<file path="src/rtl/adder_pkg.sv">
// Shared constants and types for the ripple-carry parallel adder.
package adder_pkg;

    localparam int unsigned DEF_WIDTH = 8;

    typedef logic [DEF_WIDTH-1:0] sum_t;

endpackage

</file>
<file path="src/rtl/full_adder.sv">
// Single-bit full adder cell; one instance per bit of the ripple chain.
module full_adder (
    input  logic a,
    input  logic b,
    input  logic ci,
    output logic s,
    output logic co
);

    logic p;

    assign p  = a ^ b;
    assign s  = p ^ ci;
    assign co = (a & b) | (ci & p);

endmodule

</file>
<file path="src/rtl/parallel_adder.sv">
// WIDTH-bit ripple-carry adder with combinational result ports and an optional
// one-cycle registered copy qualified by out_valid.
module parallel_adder
    import adder_pkg::*;
#(
    parameter int unsigned WIDTH = DEF_WIDTH
) (
    input  logic             clk,
    input  logic             rst,
    input  logic [WIDTH-1:0] A,
    input  logic [WIDTH-1:0] B,
    input  logic             Cin,
    input  logic             in_valid,
    output logic [WIDTH-1:0] Sum,
    output logic             Cout,
    output logic             Overflow,
    output logic [WIDTH-1:0] sum_q,
    output logic             cout_q,
    output logic             ovf_q,
    output logic             out_valid
);

    logic [WIDTH:0]   carry;
    logic [WIDTH-1:0] sum_d;
    logic             cout_d;
    logic             ovf_d;
    logic             out_valid_d;
    logic             out_valid_q;

    assign carry[0] = Cin;

    for (genvar i = 0; i < WIDTH; i++) begin : g_fa
        full_adder u_fa (
            .a  (A[i]),
            .b  (B[i]),
            .ci (carry[i]),
            .s  (Sum[i]),
            .co (carry[i+1])
        );
    end

    assign Cout     = carry[WIDTH];
    // Signed overflow: carry into the MSB disagrees with carry out of it.
    assign Overflow = carry[WIDTH] ^ carry[WIDTH-1];

    always_comb begin
        sum_d       = sum_q;
        cout_d      = cout_q;
        ovf_d       = ovf_q;
        out_valid_d = in_valid;
        if (in_valid) begin
            sum_d  = Sum;
            cout_d = Cout;
            ovf_d  = Overflow;
        end
    end

    always_ff @(posedge clk) begin
        if (rst) begin
            sum_q       <= '0;
            cout_q      <= 1'b0;
            ovf_q       <= 1'b0;
            out_valid_q <= 1'b0;
        end else begin
            sum_q       <= sum_d;
            cout_q      <= cout_d;
            ovf_q       <= ovf_d;
            out_valid_q <= out_valid_d;
        end
    end

    assign out_valid = out_valid_q;

endmodule

</file>
<file path="config.mk">
export PLATFORM = sky130hd
export DESIGN_NAME = parallel_adder
export DESIGN_NICKNAME = d
export VERILOG_FILES = /design/src/rtl/adder_pkg.sv /design/src/rtl/full_adder.sv /design/src/rtl/parallel_adder.sv
export SDC_FILE = /design/constraint.sdc
export NUM_CORES = 1
export LEC_CHECK = 0
export ABC_CLOCK_PERIOD_IN_PS = 8400
export CORE_AREA = 2 2 39 41
export CTS_CLUSTER_DIAMETER = 40
export DETAILED_ROUTE_END_ITERATION = 16
export DIE_AREA = 0 0 41 43
export DONT_BUFFER_PORTS = 1
export PLACE_DENSITY = 0.6
export SETUP_SLACK_MARGIN = 0.3
export SLEW_MARGIN = 15
export SYNTH_ARGS = -nofsm -noshare
export SYNTH_HDL_FRONTEND = slang
export SYNTH_SLANG_ARGS = --single-unit
</file>
<file path="constraint.sdc">
create_clock -name clk -period 8.4 [get_ports clk]
set_clock_uncertainty 0.15 [all_clocks]
set_input_delay 1.68 -clock clk [delete_from_list [all_inputs] [get_ports clk]]
set_output_delay 1.68 -clock clk [all_outputs]
set_load 0.02 [all_outputs]
</file>
# --- Yosys cells after proc, flatten, opt, wreduce, memory -nomap -nowiden ---
# Index checks and enable logic that the tools add are counted.
word_totals:
  word_cells: 45
  regBits: 11
  out_inout_bits: 21
  in_bits: 20
op_classes:
  n_bitwise: 41
op_table:
  columns: ["operator", "n"]
  rows:
  - ["$xor A1 B1 Y1", 17]
  - ["$and A1 B1 Y1", 16]
  - ["$or A1 B1 Y1", 8]

# --- Logic depth before layout (Yosys ltp) ---
logic_depth:
  ltp_word: 18
  depth_mapped: 13
  depth_no_buf: 13

# --- By module ---
# A second synthesis with hierarchy kept.
hier_totals:
  cells_unflattened: 44
  hier_area_um2: 550.5
modules_own_cells:
  columns: ["module", "n_inst", "area_per_inst_um2", "seq_area_each_um2", "cells_per_inst"]
  rows:
  - ["parallel_adder", 1, 390.4, 220.2, 36]
  - ["full_adder", 8, 20.0, 0.0, 1]

# --- Worst setup path after synthesis ---
# OpenSTA, ideal clock, no wires.
synth_path:
  path_kind: "in2out"
  startpoint: "in A[0]"
  endpoint: "out Sum[7]"
  setup_slack_ns: 1.660
  n_path_buf: 1
  required_ns: 6.570
  stages: 13
  t_arrival_ns: 4.910
  cell_sequence: "fa_1 -> fa_1 -> fa_1 -> fa_1 -> fa_1 -> inv_1 -> fa_1 -> inv_1 -> fa_1 -> inv_1 -> fa_1 -> inv_1 -> buf_4"
synth_via:
  elab_chain_len: 16
  word_cells_on_any_way: 17
  classes_between: "bitwise: 17"
synth_lines:
  columns: ["item", "line", "source"]
  rows:
  - ["start, declared", "parallel_adder.sv:10", "input logic [WIDTH-1:0] A,"]
  - ["$xor A1 B1 Y1", "full_adder.sv:12", "assign p = a ^ b;"]
  - ["$and A1 B1 Y1", "full_adder.sv:14", "assign co = (a & b) | (ci & p);"]
  - ["$or A1 B1 Y1 *", "full_adder.sv:14", null]
  - ["$and A1 B1 Y1 *", "full_adder.sv:14", null]
  - ["$or A1 B1 Y1 *", "full_adder.sv:14", null]
  - ["$and A1 B1 Y1 *", "full_adder.sv:14", null]
  - ["$or A1 B1 Y1 *", "full_adder.sv:14", null]
  - ["$and A1 B1 Y1 *", "full_adder.sv:14", null]
  - ["$or A1 B1 Y1 *", "full_adder.sv:14", null]
  - ["$and A1 B1 Y1 *", "full_adder.sv:14", null]
  - ["$or A1 B1 Y1 *", "full_adder.sv:14", null]
  - ["$and A1 B1 Y1 *", "full_adder.sv:14", null]
  - ["$or A1 B1 Y1 *", "full_adder.sv:14", null]
  - ["$and A1 B1 Y1 *", "full_adder.sv:14", null]
  - ["$or A1 B1 Y1 *", "full_adder.sv:14", null]
  - ["$xor A1 B1 Y1 *", "full_adder.sv:13", "assign s = p ^ ci;"]
  - ["end, declared", "parallel_adder.sv:14", "output logic [WIDTH-1:0] Sum,"]
# Mark *: on every way between the ends. The rest lies on a longest branch, timed or not.

# --- Worst setup path after layout ---
# Ends and elaborated chain as after synthesis.

==> key figures <==
Global route
  – Met3 Use GR: 7.853%
  – Total GRT Usage: 11.22%
  – Pin count of the biggest net entering global routing: 15
  – First-pass GRT wire length: 1200 um
  – Global Route met1 Usage: 11.86%
  – GRT Max-Usage Layer: met2
  – Vias in the first global route: 297
  – Met2 Use GR: 15.00%
  – Gr ovfl total: 0
  – Initial antenna violation count: 0

Clock network
  – CTS tree: yes
  – Clk sinks: 11
  – Worst skew pair latency: 0.26 ns
  – Clock-pin slew on the worst setup and hold paths: 0.06 ns
  – H-tree Lvls: 1
  – Total CTS buffers: 3
  – Clock root cell: clkbuf_4
  – Longest Clk Path Bufs: 2
  – Cts hold-fix bufs: 0
  – Number of gates resized after CTS: 0
  – Post-CTS setup buffer count: 0

Placed design
  – Number of I/O port buffers: 0
  – GPL Wtd Cong: 0.5259
  – Cells after DPL: 67
  – Post-DP HPWL: 726 um

Logic synthesis
  – Yosys cell types: 14
  – Gate Count Post-Synth: 61
  – Top_reg_cell synth: dfxtp_1
  – Post-synth EDFFs: 0
  – Ys async rst share: 0%
  – Synth Net Count: 89
  – Avg Cell Area, Syn: 10.58 um^2
  – Area share of the largest cell type after synthesis: 34.11%
  – Top cells by area, synth: dfxtp_1, fa_1, mux2i_1, buf_4, inv_1
  – Register area share after synthesis: 34.11%
  – Top-count cell post-synth: dfxtp_1
  – Yosys reg bits: 11
  – Synth area leader: dfxtp_1
  – Ys Warns: 0
  – Cell area after synthesis: 645.6 um^2
  – Synth cell count leaders: dfxtp_1, inv_1, nor2_1

Floorplanning
  – Die width: 41 um
  – Core box area: 0.001384 mm^2
  – I/O pins: 41
  – Starting Density: 46.65%
  – Row cnt: 14
  – Die area: 0.001763 mm^2
  – Die Span Y: 43 um

Timing
  – Final hold vios: 0
  – Worst-Margin Slew: 0.5938 ns
  – RSZ-0062 raised after global routing: false
  – Final TNS setup: 0 ns
  – Max transition margin: 60.13%
  – Max frequency: 0.1465 GHz
  – Tcrit/Tclk final: 81.25%
  – Final setup fails: 0
  – Max-slew violations: 0
  – Min Tclk post-route: 6.825 ns

Power
  – Leakage: 0.2889 nW
  – Power Total: 0.1375 mW
  – Worst VDD drop: 0.09110 mV
  – Power per cell area: 223.3 mW/mm^2

Worst setup path
  – Critical path data required time: 6.57 ns
  – WS Path Type: input port to primary output
  – Crit path DAT: 4.99 ns
  – Endpoint kind of the worst setup timing path: primary output
  – Crit-path max FO: 2
  – Startpoint types: input port

Min path
  – Class of the tightest hold or removal check: flip-flop to flip-flop

Cells and area
  – Post-route insts no fill: 71
  – Layout cell share with drive strength beyond 1: 7.273%
  – NumNets Final: 84
  – Synth-to-layout area growth: -4.651%
  – Diodes inserted: 0

Routing
  – DRC: 0
  – Routed wire per std cell: 12.77 um
  – Post-DRT Antenna Nets: 0
  – Routed WL: 907 um
  – Via density per instance: 4.986
  – Drt initial violations: 3
  – Pre-antenna DRT Iters: 2
  – Via count: 354

Flow run
  – Max Cap Violations: 0

Outcome
  – Status: completed
==> where the power goes <==
part	total [mW]	leakage [nW]	internal, mW	switching, mW
registers	0.0668	0.0911	0.0574	0.00933
logic	0.0364	0.183	0.0136	0.0228
clock network	0.0343	0.0150	0.0184	0.0160
total	0.137	0.289	0.0894	0.0481
==> cell families (layout without fill, tap and decap cells) <==
logic type,after synthesis,after routing,share of synthesized area (%)
and+or+nand+nor,11,11,7.365
muxes,6,6,9.303
DFF,11,11,34.11
buffers and inverters,20,14,17.64
AOI/OAI and AO/OA,4,4,5.426
xor gates and xnor gates,1,1,1.357
adders and majority gates,8,8,24.81
==> worst max-delay path, stage by stage <==
cell,delay [ns]
fa_1,0.42
fa_1,0.38
fa_1,0.38
fa_1,0.39
fa_1,0.37
inv_1,0.08
fa_1,0.16
inv_1,0.05
fa_1,0.40
inv_1,0.09
fa_1,0.42
inv_1,0.17
==> path summary, 6_finish.rpt <==
check                start  endpoint  slack, ns  cells after the start
setup / recovery      A[0]    Sum[7]       1.58                     12
setup reg to reg     ovf_q     ovf_q       7.45                      2
hold / removal    sum_q[7]  sum_q[7]       0.42                      2
hold reg to reg   sum_q[7]  sum_q[7]       0.42                      2
==> flip-flops by register name, indices dropped and copies added (netlist names) <==
register   cells
ovf_q          1
sum_q          8
out_valid      1
cout_q         1
==> metrics by stage <==
| stage | worst slack [ns] | cell area (um^2) | hold WS, ns | util (%) |
|---|---|---|---|---|
| after floorplan | 1.660 | 645.6 | 0.4059 | - |
| after global placement | 1.556 | 589.3 | 0.4178 | 42.59 |
| after detailed placement | 1.529 | 589.3 | 0.4214 | 42.59 |
| after CTS | 1.529 | 615.6 | 0.4304 | 44.48 |
| after global routing | 1.459 | 615.6 | 0.4527 | 44.48 |
| final | 1.575 | 615.6 | 0.4245 | 44.48 |
==> cell usage in the layout (no fill, tap or decap) <==
| master | netlist | final |
|---|---|---|
| a211oi_2 | 1 | 1 |
| clkbuf_4 | 0 | 3 |
| fa_1 | 8 | 8 |
| nor3b_1 | 1 | 1 |
| nor2b_1 | 1 | 1 |
| mux2i_1 | 6 | 6 |
| clkbuf_1 | 0 | 1 |
| inv_1 | 10 | 10 |
| xnor2_1 | 1 | 1 |
| a211oi_1 | 2 | 2 |
| nor2_1 | 9 | 9 |
| dfxtp_1 | 11 | 11 |
| a21o_1 | 1 | 1 |
==> area by class of cell <==
type	count	area, um^2
Clock buffer	4	26.28
Fill cell	137	768.2
Inverter	10	37.54
Multi-Input combinational cell	30	311.5
Sequential cell	11	220.2
Tap cell	16	20.02
==> layer usage <==
| metal | vias up | routed length [um] |
|---|---|---|
| met5 | - | 0 |
| met4 | 0 | 21 |
| met3 | 4 | 77 |
| met2 | 19 | 463 |
| met1 | 163 | 345 |
| li1 | 168 | - |
Power figures use the tool's default switching activity.
